<file path="config.mk">
export PLATFORM = sky130hd
export DESIGN_NAME = key_sequencer
export DESIGN_NICKNAME = d
export VERILOG_FILES = /design/src/rtl/key_sequencer.sv
export SDC_FILE = /design/constraint.sdc
export NUM_CORES = 1
export LEC_CHECK = 0
export CORE_MARGIN = 8
export CORE_UTILIZATION = 60
export CTS_CLUSTER_DIAMETER = 80
export DETAILED_ROUTE_END_ITERATION = 8
export PLACE_DENSITY = 0.77
export SLEW_MARGIN = 10
export SYNTH_ARGS = -nofsm -noshare
export SYNTH_HDL_FRONTEND = slang
export SYNTH_SLANG_ARGS = --single-unit
</file>
<file path="constraint.sdc">
create_clock -name sysclk -period 3.55 [get_ports sysclk]
set_input_delay 0.71 -clock sysclk [delete_from_list [all_inputs] [get_ports sysclk]]
set_output_delay 0.71 -clock sysclk [all_outputs]
set_load 0.01 [all_outputs]
</file>
<file path="src/rtl/key_sequencer.sv">
// Three-button pattern index sequencer with debounce, wrap and auto-advance.
// Define KEY_SEQ_REPEAT_EN to enable hold-to-repeat on Next/Pre.
module key_sequencer #(
  parameter int DEB_CYCLES    = 20000,
  parameter int AUTO_PERIOD   = 50000000,
  parameter int MAX_IDX       = 15,
  parameter int REPEAT_DELAY  = 25000000,
  parameter int REPEAT_PERIOD = 5000000
) (
  input  logic       sysclk,
  input  logic       reset,
  input  logic       Bt_Next,
  input  logic       Bt_Pre,
  input  logic       Bt_Auto,
  output logic [3:0] Enable_SW,
  output logic       Auto_Active
);

  localparam int DW = $clog2(DEB_CYCLES + 1);
  localparam int TW = $clog2(AUTO_PERIOD + 1);
  localparam logic [3:0] MAX = 4'(MAX_IDX);

  typedef enum logic {MANUAL, AUTO} state_t;

  state_t        state, state_nxt;
  logic [2:0]    raw, sync1, sync2;
  logic [2:0]    deb, deb_d, press;
  logic [DW-1:0] deb_cnt [3];
  logic [TW-1:0] tick_cnt;
  logic          nxt_p, pre_p, auto_p;
  logic          rep_up, rep_dn;
  logic          n_req, p_req;
  logic          up, dn, manual, tick_due, tick;

  assign raw = {Bt_Auto, Bt_Pre, Bt_Next};

  // bit 0 Next, bit 1 Pre, bit 2 Auto
  always_ff @(posedge sysclk) begin
    if (reset) begin
      sync1 <= '0;
      sync2 <= '0;
      deb   <= '0;
      deb_d <= '0;
      press <= '0;
      for (int i = 0; i < 3; i++)
        deb_cnt[i] <= '0;
    end else begin
      sync1 <= raw;
      sync2 <= sync1;
      deb_d <= deb;
      press <= deb & ~deb_d;
      for (int i = 0; i < 3; i++) begin
        if (sync2[i] == deb[i]) begin
          deb_cnt[i] <= '0;
        end else if (deb_cnt[i] == DW'(DEB_CYCLES)) begin
          deb[i]     <= sync2[i];
          deb_cnt[i] <= '0;
        end else begin
          deb_cnt[i] <= deb_cnt[i] + 1'b1;
        end
      end
    end
  end

  assign nxt_p  = press[0];
  assign pre_p  = press[1];
  assign auto_p = press[2];

`ifdef KEY_SEQ_REPEAT_EN
  localparam int RMAX = (REPEAT_DELAY > REPEAT_PERIOD) ?
                        REPEAT_DELAY : REPEAT_PERIOD;
  localparam int RW = $clog2(RMAX + 1);

  logic [RW-1:0] rep_cnt;
  logic          rep_first;
  logic          held;
  logic          rep_fire;

  // exactly one of Next/Pre held; counter arms on its press
  assign held     = deb[0] ^ deb[1];
  assign rep_fire = held && (rep_cnt == (rep_first ?
                    RW'(REPEAT_DELAY) : RW'(REPEAT_PERIOD)));

  always_ff @(posedge sysclk) begin
    if (reset || !held) begin
      rep_cnt   <= '0;
      rep_first <= 1'b1;
    end else if (nxt_p || pre_p) begin
      rep_cnt   <= RW'(1);
      rep_first <= 1'b1;
    end else if (rep_fire) begin
      rep_cnt   <= RW'(1);
      rep_first <= 1'b0;
    end else if (rep_cnt != '0) begin
      rep_cnt <= rep_cnt + 1'b1;
    end
  end

  assign rep_up = rep_fire & deb[0];
  assign rep_dn = rep_fire & deb[1];
`else
  // repeat timing parameters carry no logic in this build
  if (REPEAT_DELAY < 1 || REPEAT_PERIOD < 1) begin : g_no_repeat
  end

  assign rep_up = 1'b0;
  assign rep_dn = 1'b0;
`endif

  assign n_req    = nxt_p | rep_up;
  assign p_req    = pre_p | rep_dn;
  assign up       = n_req & ~p_req;
  assign dn       = p_req & ~n_req;
  assign manual   = up | dn;
  assign tick_due = (state == AUTO) &&
                    (tick_cnt == TW'(AUTO_PERIOD - 1));
  assign tick     = tick_due & ~manual;

  always_ff @(posedge sysclk) begin
    if (reset)
      state <= MANUAL;
    else
      state <= state_nxt;
  end

  always_comb begin
    state_nxt = state;
    unique case (1'b1)
      auto_p && state == MANUAL: state_nxt = AUTO;
      auto_p && state == AUTO:   state_nxt = MANUAL;
      default:                   state_nxt = state;
    endcase
  end

  always_comb begin
    Auto_Active = (state == AUTO);
  end

  always_ff @(posedge sysclk) begin
    if (reset) begin
      Enable_SW <= '0;
      tick_cnt  <= '0;
    end else begin
      if (up || tick)
        Enable_SW <= (Enable_SW >= MAX) ? 4'd0 : Enable_SW + 4'd1;
      else if (dn)
        Enable_SW <= (Enable_SW == 4'd0) ? MAX : Enable_SW - 4'd1;
      // a manual step or a state change restarts the period
      if (state != AUTO || auto_p || manual || tick_due)
        tick_cnt <= '0;
      else
        tick_cnt <= tick_cnt + 1'b1;
    end
  end

endmodule

</file>
### Word-level counts from Yosys, hierarchy flattened

Memory sizes are Yosys's and may differ from the RTL's.
Index checks and enable logic that the tools add are counted.

| operators by class | value |
|---|---|
| add/subtract/negate cells | 6 |
| order comparisons | 1 |
| equality and inequality tests | 7 |
| muxes and demuxes | 49 |
| bitwise logic cells | 22 |
| reduce and logical (&&, ||, !) cells | 14 |

Operators by type and width:

| kind | count |
|---|---|
| 15-bit two-way mux | 9 |
| 15-bit by 1-bit adder with 15-bit output, second input constant | 3 |
| 15-bit == test, second input constant | 3 |
| 1-bit two-way mux | 35 |
| 26-bit by 1-bit adder with 26-bit output, second input constant | 1 |
| 26-bit == test, second input constant | 1 |
| 4-bit two-way mux | 4 |
| 1-bit OR | 10 |
| 1-bit NOT | 7 |
| 2-bit AND reduction | 3 |
| 4-bit by 1-bit adder with 4-bit output, second input constant | 1 |
| 4-bit greater-or-equal comparator, second input constant | 1 |
| 4-bit logical NOT | 1 |
| 1-bit logical OR | 4 |
| 2-bit nonzero test | 2 |
| 4-bit by 1-bit subtractor with 4-bit output, second input constant | 1 |
| 1-bit AND | 3 |
| 3-bit AND | 1 |
| 1-bit == test | 3 |
| 1-bit logical AND | 3 |
| 3-bit NOT | 1 |
| 1-bit case mux with 2 select lines | 1 |
| 2-bit OR reduction | 1 |

| storage, ports and cells | value |
|---|---|
| register bits after elaboration | 46 |
| bits in writable memories | 45 |
| input port bits | 5 |
| output and inout bits | 5 |
| logic and storage cells | 110 |
| memories | 1 |

Memories:

| name | depth | bits a word | rd ports | clocked after memory_dff | write ports | line | source |
|---|---|---|---|---|---|---|---|
| deb_cnt | 3 | 15 | 3 | 0 | 3 | 28 | `logic [DW-1:0] deb_cnt [3];` |

### Logic depth before layout (Yosys ltp)

Gate-level depths: netlist of run 1.
An unclocked memory read counts as a cell.

| logic depth | value |
|---|---|
| depth after elaboration | 8 |
| mapped depth | 8 |

### Worst setup path before layout of run 1

Ideal clock, no wire load.

| timing path | value |
|---|---|
| path kind | flip-flop to flip-flop |
| start | memory deb_cnt[1][6] (netlist bit) |
| end | memory deb_cnt[1][10] (netlist bit) (data pin) |
| setup time | 0.266 ns |
| arrival | 1.951 ns |
| required time | 3.284 ns |
| path slack | 1.333 ns |
| stages on the path, launching flop included | 7 |
| clock period less this slack | 2.217 ns |
| cells stage by stage | edfxtp_1 > or4b_2 > nor4_1 > nand4b_1 > nand2_1 > clkbuf_1 > nor2_1 |

RTL lines:

| item | line |
|---|---|
| from (decl) | 28 |

### Worst setup path after layout of run 1

| timing path | value |
|---|---|
| start | register tick_cnt[10] |
| end | register tick_cnt[2] |

| between the ends | value |
|---|---|
| cells in the longest elaborated chain, start to end | 4 |

RTL lines:

| item | line | source |
|---|---|---|
| from (decl) | 29 | `logic [TW-1:0] tick_cnt;` |
| from (signal assigned) | 152 | `tick_cnt <= tick_cnt + 1'b1;` |
| 26-bit == test | 116 | `(tick_cnt == TW'(AUTO_PERIOD - 1));` |
| 1-bit logical AND | 115 | `assign tick_due = (state == AUTO) &&` |
| 1-bit logical OR | 149 | `if (state != AUTO \|\| auto_p \|\| manual \|\| tick_due)` |
| 2-bit OR reduction (no line) | - |  |

No other way between the ends.
A chain may end at the register's enable or synchronous reset.

==> results.sh, run 1 <==
export IMPL_status="complete, no violations"
export IMPL_yosysMostFrequentCell="nor2_1"
export IMPL_r2r_cells=5
export IMPL_fin_skew_ns=0.0133
export IMPL_drc=0
export IMPL_synth_top_area_cell="edfxtp_1"
export IMPL_synth_distinct_cells=35
export IMPL_synth_top_family_by_area="simple AND/OR/NAND/NOR gates"
export IMPL_synth_simple_gate_area_share_pct=25.0
export IMPL_cts_tree="built"
export IMPL_critical_path_startpoint_type="register"
export IMPL_period_minus_slack_ns=2.50
export IMPL_track_usage_pct=14.8
export IMPL_grt_pass1_wl_mm=12.2
export IMPL_synthAdderAreaFrac_pct=3.42
export IMPL_critPathMaxFanout=25
export IMPL_finalSetupViolCount=0
export IMPL_maxCapViolCount=0
export IMPL_synth_area_um2=4390
export IMPL_cts_buffers=9
export IMPL_hp_class="reg2reg"
export IMPL_synth_common_cells="nor2_1, dfxtp_1, edfxtp_1, xor2_1, xnor2_1"
export IMPL_rsz0062_at_grt="false"
export IMPL_insertion_delay_ns=0.35
export IMPL_p_total_mw=1.84
export IMPL_worstSetupPathType="reg2reg"
export IMPL_cp_arrival_ns=2.72
export IMPL_root_buffer="clkbuf_8"
export IMPL_synthMuxAreaShare_pct=1.59
export IMPL_fp_row_count=31
export IMPL_fillers=579
export IMPL_drt_iter0_markers=98
export IMPL_yosys_warnings=0
export IMPL_synth_compound_area_share_pct=2.42
export IMPL_critPathCaptureType="register"
export IMPL_peakVddDrop_mv=0.214
export IMPL_power_leakage_nw=1.76
export IMPL_netlist_top_cells_area="edfxtp_1, dfxtp_1, nor2_1, xor2_1, xnor2_1"
export IMPL_synth_xor_area_share_pct=13.2
export IMPL_avgSynthCellArea_um2=9.94
export IMPL_cts_hold_buf=0
export IMPL_hpwl_mm=5.14
export IMPL_synth_seq_area_share_pct=51.7
export IMPL_critPathBufInv=0
export IMPL_initial_core_util_pct=61.2
export IMPL_core_um2=7180
export IMPL_cp_required_ns=3.77
export IMPL_first_pass_iters=4
export IMPL_ant_nets=0
export IMPL_crit_path_cell_trace="or4_1, or4_4, or4_1, nand2_2, nor2_1"
export IMPL_finalNonFillerCells=601
export IMPL_crit_top_cell="or4_1"
export IMPL_htreeDepth=3
export IMPL_layout_drive_gt1_share_pct=3.98
export IMPL_clock_sinks=91
export IMPL_ys_async_sr_fraction_pct=0
export IMPL_synthCells=442
export IMPL_synth_edf_count=45
export IMPL_timing_fmax_ghz=0.401
export IMPL_vias_per_cell=5.09
export IMPL_die_area_um2=10300
export IMPL_yosys_area_top_type_share_pct=30.8
export IMPL_finalWirelength_mm=7.09
export IMPL_die_y_um=102
export IMPL_relSlewSlack_pct=32.9
export IMPL_dieWidth_um=102
export IMPL_tightest_slew_ns=0.997
export IMPL_layout_nets=514
export IMPL_cp_depth=5
export IMPL_grt_remaining_overflow=0
export IMPL_grt_max_degree=26
export IMPL_cts_repair_resized=0
export IMPL_n_antenna_cell=0
export IMPL_antenna_found_initial=0
export IMPL_wire_per_inst_um=11.8
export IMPL_powerDensity_nw_per_um2=374
export IMPL_hold_depth=1
export IMPL_pin_count=10
export IMPL_crit_path_max_incr_delay_ns=0.52
export IMPL_critPathSlowestCell="or4_1"
export IMPL_num_vias=3057
export IMPL_dp_cells=585
export IMPL_ys_flop_type="dfxtp_1"
export IMPL_hold_viol=0
export IMPL_gp_congestion=0.769
export IMPL_fin_crit_sh_pct=70.3
export IMPL_cts_clk_slew_worst_paths_ns=0.10
export IMPL_crit_family="simple AND/OR/NAND/NOR gates"
export IMPL_post_cts_buffers=0
export IMPL_cts_buffer_depth=2
export IMPL_port_buffers=9
export IMPL_grt_pass1_vias=2871
export IMPL_tns_ns=0
export IMPL_seq_area_um2=2270
export IMPL_ys_seq_elements=91
export IMPL_multi_input_area_um2=2170
export IMPL_drv_slew=0
export IMPL_syn2layout_area_growth_pct=11.7
==> state kept, by name, indices dropped and copies added (netlist names) <==
signal / count
tick_cnt: 26
deb: 3
sync2: 3
Auto_Active: 1
sync1: 3
Enable_SW: 4
deb_cnt: 45
press: 3
deb_d: 3
==> power by group <==
part / internal, mW / switching, mW
Combinational: 0.0248 / 0.0306
Clock: 0.259 / 0.371
Sequential: 1.13 / 0.0257
Total: 1.41 / 0.427
==> worst paths after layout <==
| check | slack, ns | to | startpoint |
|---|---|---|---|
| max reg2reg | 1.05 | tick_cnt[2]$_SDFF_PP0_ | tick_cnt[10]$_SDFF_PP0_ |
| min reg2reg | 0.39 | press[2]$_SDFF_PP0_ | deb_d[2]$_SDFF_PP0_ |
| min | 0.39 | press[2]$_SDFF_PP0_ | deb_d[2]$_SDFF_PP0_ |
| max | 1.05 | tick_cnt[2]$_SDFF_PP0_ | tick_cnt[10]$_SDFF_PP0_ |
==> layout make-up <==
cell class              count  area share [%]
flip-flops and latches     91            46.3
well taps                  99            2.52
multi-input cells         367            44.3
repair buffers              9            1.84
inverters                  19            1.45
clock buffers               9            2.52
clock inverters             7            1.05
==> kinds of logic (layout without fill, tap and decap cells) <==
| kind of cell | count (synthesis) | count (layout) |
|---|---|---|
| compound gates | 14 | 14 |
| xor+xnor | 66 | 66 |
| fa+ha+maj | 12 | 12 |
| buf+inv | 28 | 44 |
| flops | 91 | 91 |
| mux | 7 | 7 |
| other cells | 1 | 45 |
| simple gates | 223 | 223 |
==> cells in the final DEF, fill, tap and decap left out, types with 17 or more instances in the layout <==
master    count
edfxtp_1     45
nand2_1      27
nand3_1      22
nor2_1       92
dfxtp_1      46
conb_1       45
inv_1        19
nand4_1      17
xnor2_1      30
xor2_1       36
==> through the flow <==
stage	worst slack [ns]	util (%)	area, um2	hold WS, ns
3_5_place_dp	0.925	65.9	4730	0.376
2_1_floorplan	1.33	-	4560	0.367
5_1_grt	0.916	68.4	4910	0.401
4_1_cts	1.06	68.4	4910	0.390
3_3_place_gp	1.00	65.9	4730	0.372
6_report	1.05	68.4	4910	0.388
==> metal layers <==
metal  vias to the layer above  wire, um  global-route usage (%)
met4                         0        90                    6.99
met2                        40      3300                    23.9
met3                        10       169                    2.47
met1                      1421      3520                    18.7
met5                         -         0                       0
li1                       1586         -                       -
(Power assumes the default switching activity.)
==> run 2, diff against run 1 <==
CORE_UTILIZATION = 56   (was 60)
PLACE_DENSITY = 0.76   (was 0.77)
clock period = 2.27 ns   (was 3.55 ns; I/O delays follow)
==> run 2 against run 1 <==
Net effect:
- sequential share of layout area decreased by 2.3 points
- clock-buffer cell count increased by 3
- register-to-register slack lost 1.0 ns
- non-clock buffer count up 19
- sequential power is 57% higher
- routed wire length rose by 9.2%
- highest routed layer unchanged
- combinational power rose by 76%
- first-iteration DRC count down 11%
- clock power increased by 81%
- setup slack got worse by 1.0 ns
- largest cell class unchanged
==> results.sh, run 2 (synthesized netlist as in run 1, its figures left out) <==
export IMPL_worstSetupPathType="reg2reg"
export IMPL_hpwl_mm=5.52
export IMPL_root_buffer="clkbuf_8"
export IMPL_antenna_found_initial=0
export IMPL_placed_cell_area_um2=4870
export IMPL_tns_ns=0
export IMPL_multi_input_area_um2=2210
export IMPL_fillers=596
export IMPL_powerDensity_nw_per_um2=589
export IMPL_first_pass_iters=4
export IMPL_grt_pass1_vias=3159
export IMPL_cts_buffer_depth=2
export IMPL_track_usage_pct=14.8
export IMPL_die_y_um=105
export IMPL_critPathCaptureType="register"
export IMPL_fin_ws_ns=0.0407
export IMPL_insertion_delay_ns=0.36
export IMPL_syn2layout_area_growth_pct=17.5
export IMPL_die_area_um2=10900
export IMPL_port_buffers=9
export IMPL_grt_max_degree=26
export IMPL_mostFrequentLayoutCells="nor2_1, dfxtp_1, edfxtp_1, conb_1, xor2_1"
export IMPL_tightest_slew_ns=0.537
export IMPL_top_regs="deb_cnt (45), tick_cnt (26), Enable_SW (4)"
export IMPL_wire_per_inst_um=12.4
export IMPL_maxCapViolCount=0
export IMPL_clock_sinks=91
export IMPL_cp_required_ns=2.52
export IMPL_dp_slack_ns=0.0220
export IMPL_drv_slew=0
export IMPL_layout_nets=533
export IMPL_drc=0
export IMPL_drt_iter0_markers=87
export IMPL_final_common_cell="nor2_1"
export IMPL_pin_count=10
export IMPL_vias_per_cell=5.14
export IMPL_seq_area_um2=2270
export IMPL_hp_class="reg2reg"
export IMPL_peakVddDrop_mv=0.324
export IMPL_finalSetupViolCount=0
export IMPL_n_antenna_cell=0
export IMPL_hold_viol=0
export IMPL_gp_congestion=0.802
export IMPL_cts_hold_buf=0
export IMPL_fin_skew_ns=0.00570
export IMPL_num_vias=3200
export IMPL_fin_crit_sh_pct=98.2
export IMPL_cts_clk_slew_worst_paths_ns=0.09
export IMPL_relSlewSlack_pct=64.0
export IMPL_critical_path_startpoint_type="register"
export IMPL_largest_register_ffs=45
export IMPL_layout_drive_gt1_share_pct=8.45
export IMPL_period_minus_slack_ns=2.23
export IMPL_power_leakage_nw=1.89
export IMPL_status="complete, no violations"
export IMPL_grt_pass1_wl_mm=13.7
export IMPL_htreeDepth=3
export IMPL_fp_row_count=32
export IMPL_cts_buffers=9
export IMPL_postLayoutCoreUtil_pct=67.5
export IMPL_dieWidth_um=105
export IMPL_cp_arrival_ns=2.48
export IMPL_fin_area_um2=5160
export IMPL_timing_fmax_ghz=0.449
export IMPL_ant_nets=0
export IMPL_initial_core_util_pct=57.4
export IMPL_critPathMaxFanout=12
export IMPL_finalWirelength_mm=7.74
export IMPL_cts_tree="built"
export IMPL_grt_remaining_overflow=0
export IMPL_regMostFlops="deb_cnt"
export IMPL_core_um2=7650
run 2: cell types whose count changed in the layout (fill, tap and decap cells not counted), sizes merged:
cell    change
buf        +18
clkbuf      +4
inv         -2
clkinv      -1
run 2: area by class of cell:
cell class	instances	share of cell area, %
Sequential cell	91	44.1
Multi-Input combinational cell	367	42.7
Timing Repair Buffer	28	5.16
Clock buffer	12	3.64
Tap cell	102	2.47
Inverter	19	1.38
Clock inverter	4	0.533
run 2: power by group:
part           leakage [nW]  switching, mW  total (mW)  internal, mW
sequential            0.836         0.0405        1.80          1.76
combinational         0.945         0.0518      0.0973        0.0456
clock                 0.109          0.580        1.14         0.563
total                  1.89          0.672        3.04          2.37
run 2: metal layers:
layer  vias up  share of wire (%)  GRT usage (%)
li1       1628                  -              -
met1      1506                 47           17.9
met2        51                 48           24.9
met3        15                3.1           3.01
met4         0                1.8           7.14
met5         -                  0              0
run 2: worst max-delay path: stages, from the launching register on:
cell,delay [ns]
dfxtp_1,0.34
or4_1,0.51
or4_4,0.45
or4_4,0.52
nand2_4,0.11
clkbuf_16,0.16
nor2_1,0.04
run 2: worst paths after layout:
path	startpoint	to	slack, ns	depth (start not counted)
min	deb_d[1]$_SDFF_PP0_	press[1]$_SDFF_PP0_	0.39	1
max reg2reg	tick_cnt[9]$_SDFF_PP0_	tick_cnt[16]$_SDFF_PP0_	0.04	6
max	tick_cnt[9]$_SDFF_PP0_	tick_cnt[16]$_SDFF_PP0_	0.04	6
min reg2reg	deb_d[1]$_SDFF_PP0_	press[1]$_SDFF_PP0_	0.39	1
run 2: timing repair:
action                     in CTS  in global routing
setup buffers                   0                  1
gates resized for setup         0                  8
setup endpoints to repair       0                 42
run 2: through the flow:
step / hold WS (ns) / power [mW] / instances
after floorplan: 0.367 / 1.90 / 486
after global placement: 0.372 / 1.93 / 605
after detailed placement: 0.383 / 1.93 / 605
after CTS: 0.395 / 3.06 / 621
after global routing: 0.406 / 3.14 / 623
final: 0.390 / 3.04 / 623
==> run 3, diff against run 2 <==
--- a/config.mk
+++ b/config.mk
@@ -6,7 +6,6 @@
 export NUM_CORES = 1
 export LEC_CHECK = 0
-export CORE_MARGIN = 8
+export CORE_MARGIN = 1.5
 export CORE_UTILIZATION = 56
-export CTS_CLUSTER_DIAMETER = 80
 export DETAILED_ROUTE_END_ITERATION = 8
 export PLACE_DENSITY = 0.76
==> constraint.sdc (replaced) <==
create_clock -name sysclk -period 2.27 [get_ports sysclk]
set_input_delay 0.454 -clock sysclk [delete_from_list [all_inputs] [get_ports sysclk]]
set_output_delay 0.454 -clock sysclk [all_outputs]
set_load 0.05 [all_outputs]
==> run 3 against run 2 <==
Net effect:
- total power up 4.1%
- final area about the same
- utilization about the same
- clock power up 11%
- largest power group unchanged
- critical endpoint is now Enable_SW[2]$_SDFFE_PP0P_
==> results.sh, run 3 (synthesized netlist as in run 1, its figures left out) <==
export IMPL_status="complete, no violations"
export IMPL_core_um2=7650
export IMPL_cp_required_ns=2.51
export IMPL_initial_core_util_pct=57.4
export IMPL_clock_sinks=91
export IMPL_n_antenna_cell=0
export IMPL_dieWidth_um=91.6
export IMPL_num_vias=3130
export IMPL_layout_nets=532
export IMPL_fin_ws_ns=0.0720
export IMPL_ant_nets=0
export IMPL_tightest_slew_ns=0.497
export IMPL_hold_slack_ns=0.390
export IMPL_crit_family="simple AND/OR/NAND/NOR gates"
export IMPL_drv_slew=0
export IMPL_fin_crit_sh_pct=96.8
export IMPL_hpwl_mm=5.14
export IMPL_insertion_delay_ns=0.35
export IMPL_gp_congestion=0.850
export IMPL_finalNonFillerCells=622
export IMPL_hp_start="deb_d[2]$_SDFF_PP0_"
export IMPL_critPathMaxFanout=8
export IMPL_grt_pass1_wl_mm=12.9
export IMPL_maxCapViolCount=0
export IMPL_hold_viol=0
export IMPL_critical_path_startpoint_type="register"
export IMPL_powerDensity_nw_per_um2=614
export IMPL_wire_per_inst_um=11.8
export IMPL_root_buffer="clkbuf_8"
export IMPL_htreeDepth=3
export IMPL_final_common_cell="nor2_1"
export IMPL_cts_clk_slew_worst_paths_ns=0.08
export IMPL_worstSetupPathType="reg2reg"
export IMPL_fillers=614
export IMPL_critPathBufInv=1
export IMPL_layout_drive_gt1_share_pct=7.69
export IMPL_cts_buffers=9
export IMPL_relSlewSlack_pct=66.6
export IMPL_grt_remaining_overflow=0
export IMPL_first_pass_iters=4
export IMPL_track_usage_pct=19.4
export IMPL_vias_per_cell=5.03
export IMPL_finalWirelength_mm=7.34
export IMPL_drt_iter0_markers=140
export IMPL_grt_pass1_vias=3068
export IMPL_hp_class="reg2reg"
export IMPL_dp_cells=603
export IMPL_timing_fmax_ghz=0.455
export IMPL_regMostFlops="deb_cnt"
export IMPL_cts_tree="built"
export IMPL_postLayoutCoreUtil_pct=67.4
export IMPL_fp_row_count=32
export IMPL_p_total_mw=3.16
export IMPL_port_buffers=9
export IMPL_power_leakage_nw=1.90
export IMPL_placed_cell_area_um2=4860
export IMPL_die_area_um2=8390
export IMPL_die_y_um=91.6
export IMPL_crit_path_cell_trace="or4_1, or4_4, o41ai_4, buf_4, mux2i_1, a21oi_1"
export IMPL_period_minus_slack_ns=2.20
export IMPL_r2r_start="tick_cnt[9]$_SDFF_PP0_"
export IMPL_rsz0062_at_grt="false"
export IMPL_fin_area_um2=5160
export IMPL_critPathSlowestCell="or4_1"
export IMPL_dp_slack_ns=0.0209
export IMPL_drc=0
export IMPL_pin_count=10
export IMPL_crit_path_max_incr_delay_ns=0.55
export IMPL_mostFrequentLayoutCells="nor2_1, edfxtp_1, conb_1"
export IMPL_antenna_found_initial=0
export IMPL_tns_ns=0
export IMPL_largest_register_ffs=45
export IMPL_top_regs="deb_cnt (45), tick_cnt (26), Enable_SW (4)"
export IMPL_peakVddDrop_mv=0.346
export IMPL_seq_area_um2=2270
export IMPL_cts_buffer_depth=2
export IMPL_fin_skew_ns=0.00764
export IMPL_crit_start="tick_cnt[9]$_SDFF_PP0_"
export IMPL_grt_max_degree=26
export IMPL_finalSetupViolCount=0
export IMPL_cp_arrival_ns=2.44
export IMPL_multi_input_area_um2=2180
export IMPL_syn2layout_area_growth_pct=17.4
export IMPL_critPathCaptureType="register"
run 3: power breakdown:
group / leakage [nW] / switching [mW] / internal [mW]
Sequential: 0.837 / 0.0394 / 1.76
Clock: 0.126 / 0.548 / 0.722
Combinational: 0.939 / 0.0495 / 0.0446
run 3: worst paths after layout:
kind	slack [ns]	cells past startpoint	to
min	0.39	1	press[2]$_SDFF_PP0_
min reg2reg	0.39	1	press[2]$_SDFF_PP0_
max reg2reg	0.07	6	Enable_SW[2]$_SDFFE_PP0P_
max	0.07	6	Enable_SW[2]$_SDFFE_PP0P_
run 3: layout make-up:
type,count,area share (%)
flip-flops and latches,91,44.1
multi-input cells,367,42.3
repair buffers,27,4.95
clock buffers,14,4.08
well taps,102,2.48
inverters,19,1.38
clock inverters,2,0.679
run 3: per-layer routing:
layer  routed length [um]  GRT usage, %  share of wire [%]
met1                 3440          23.9                 47
met2                 3550          32.6                 48
met3                  207          3.85                2.8
met4                  143          8.85                1.9
met5                    0             0                  0
run 3: timing repair:
action	4_1_cts	5_1_grt
setup endpoints to repair	0	41
hold buffers	0	0
endpoints found under the hold margin	0	0
resized for setup	0	3
buffers inserted	0	2
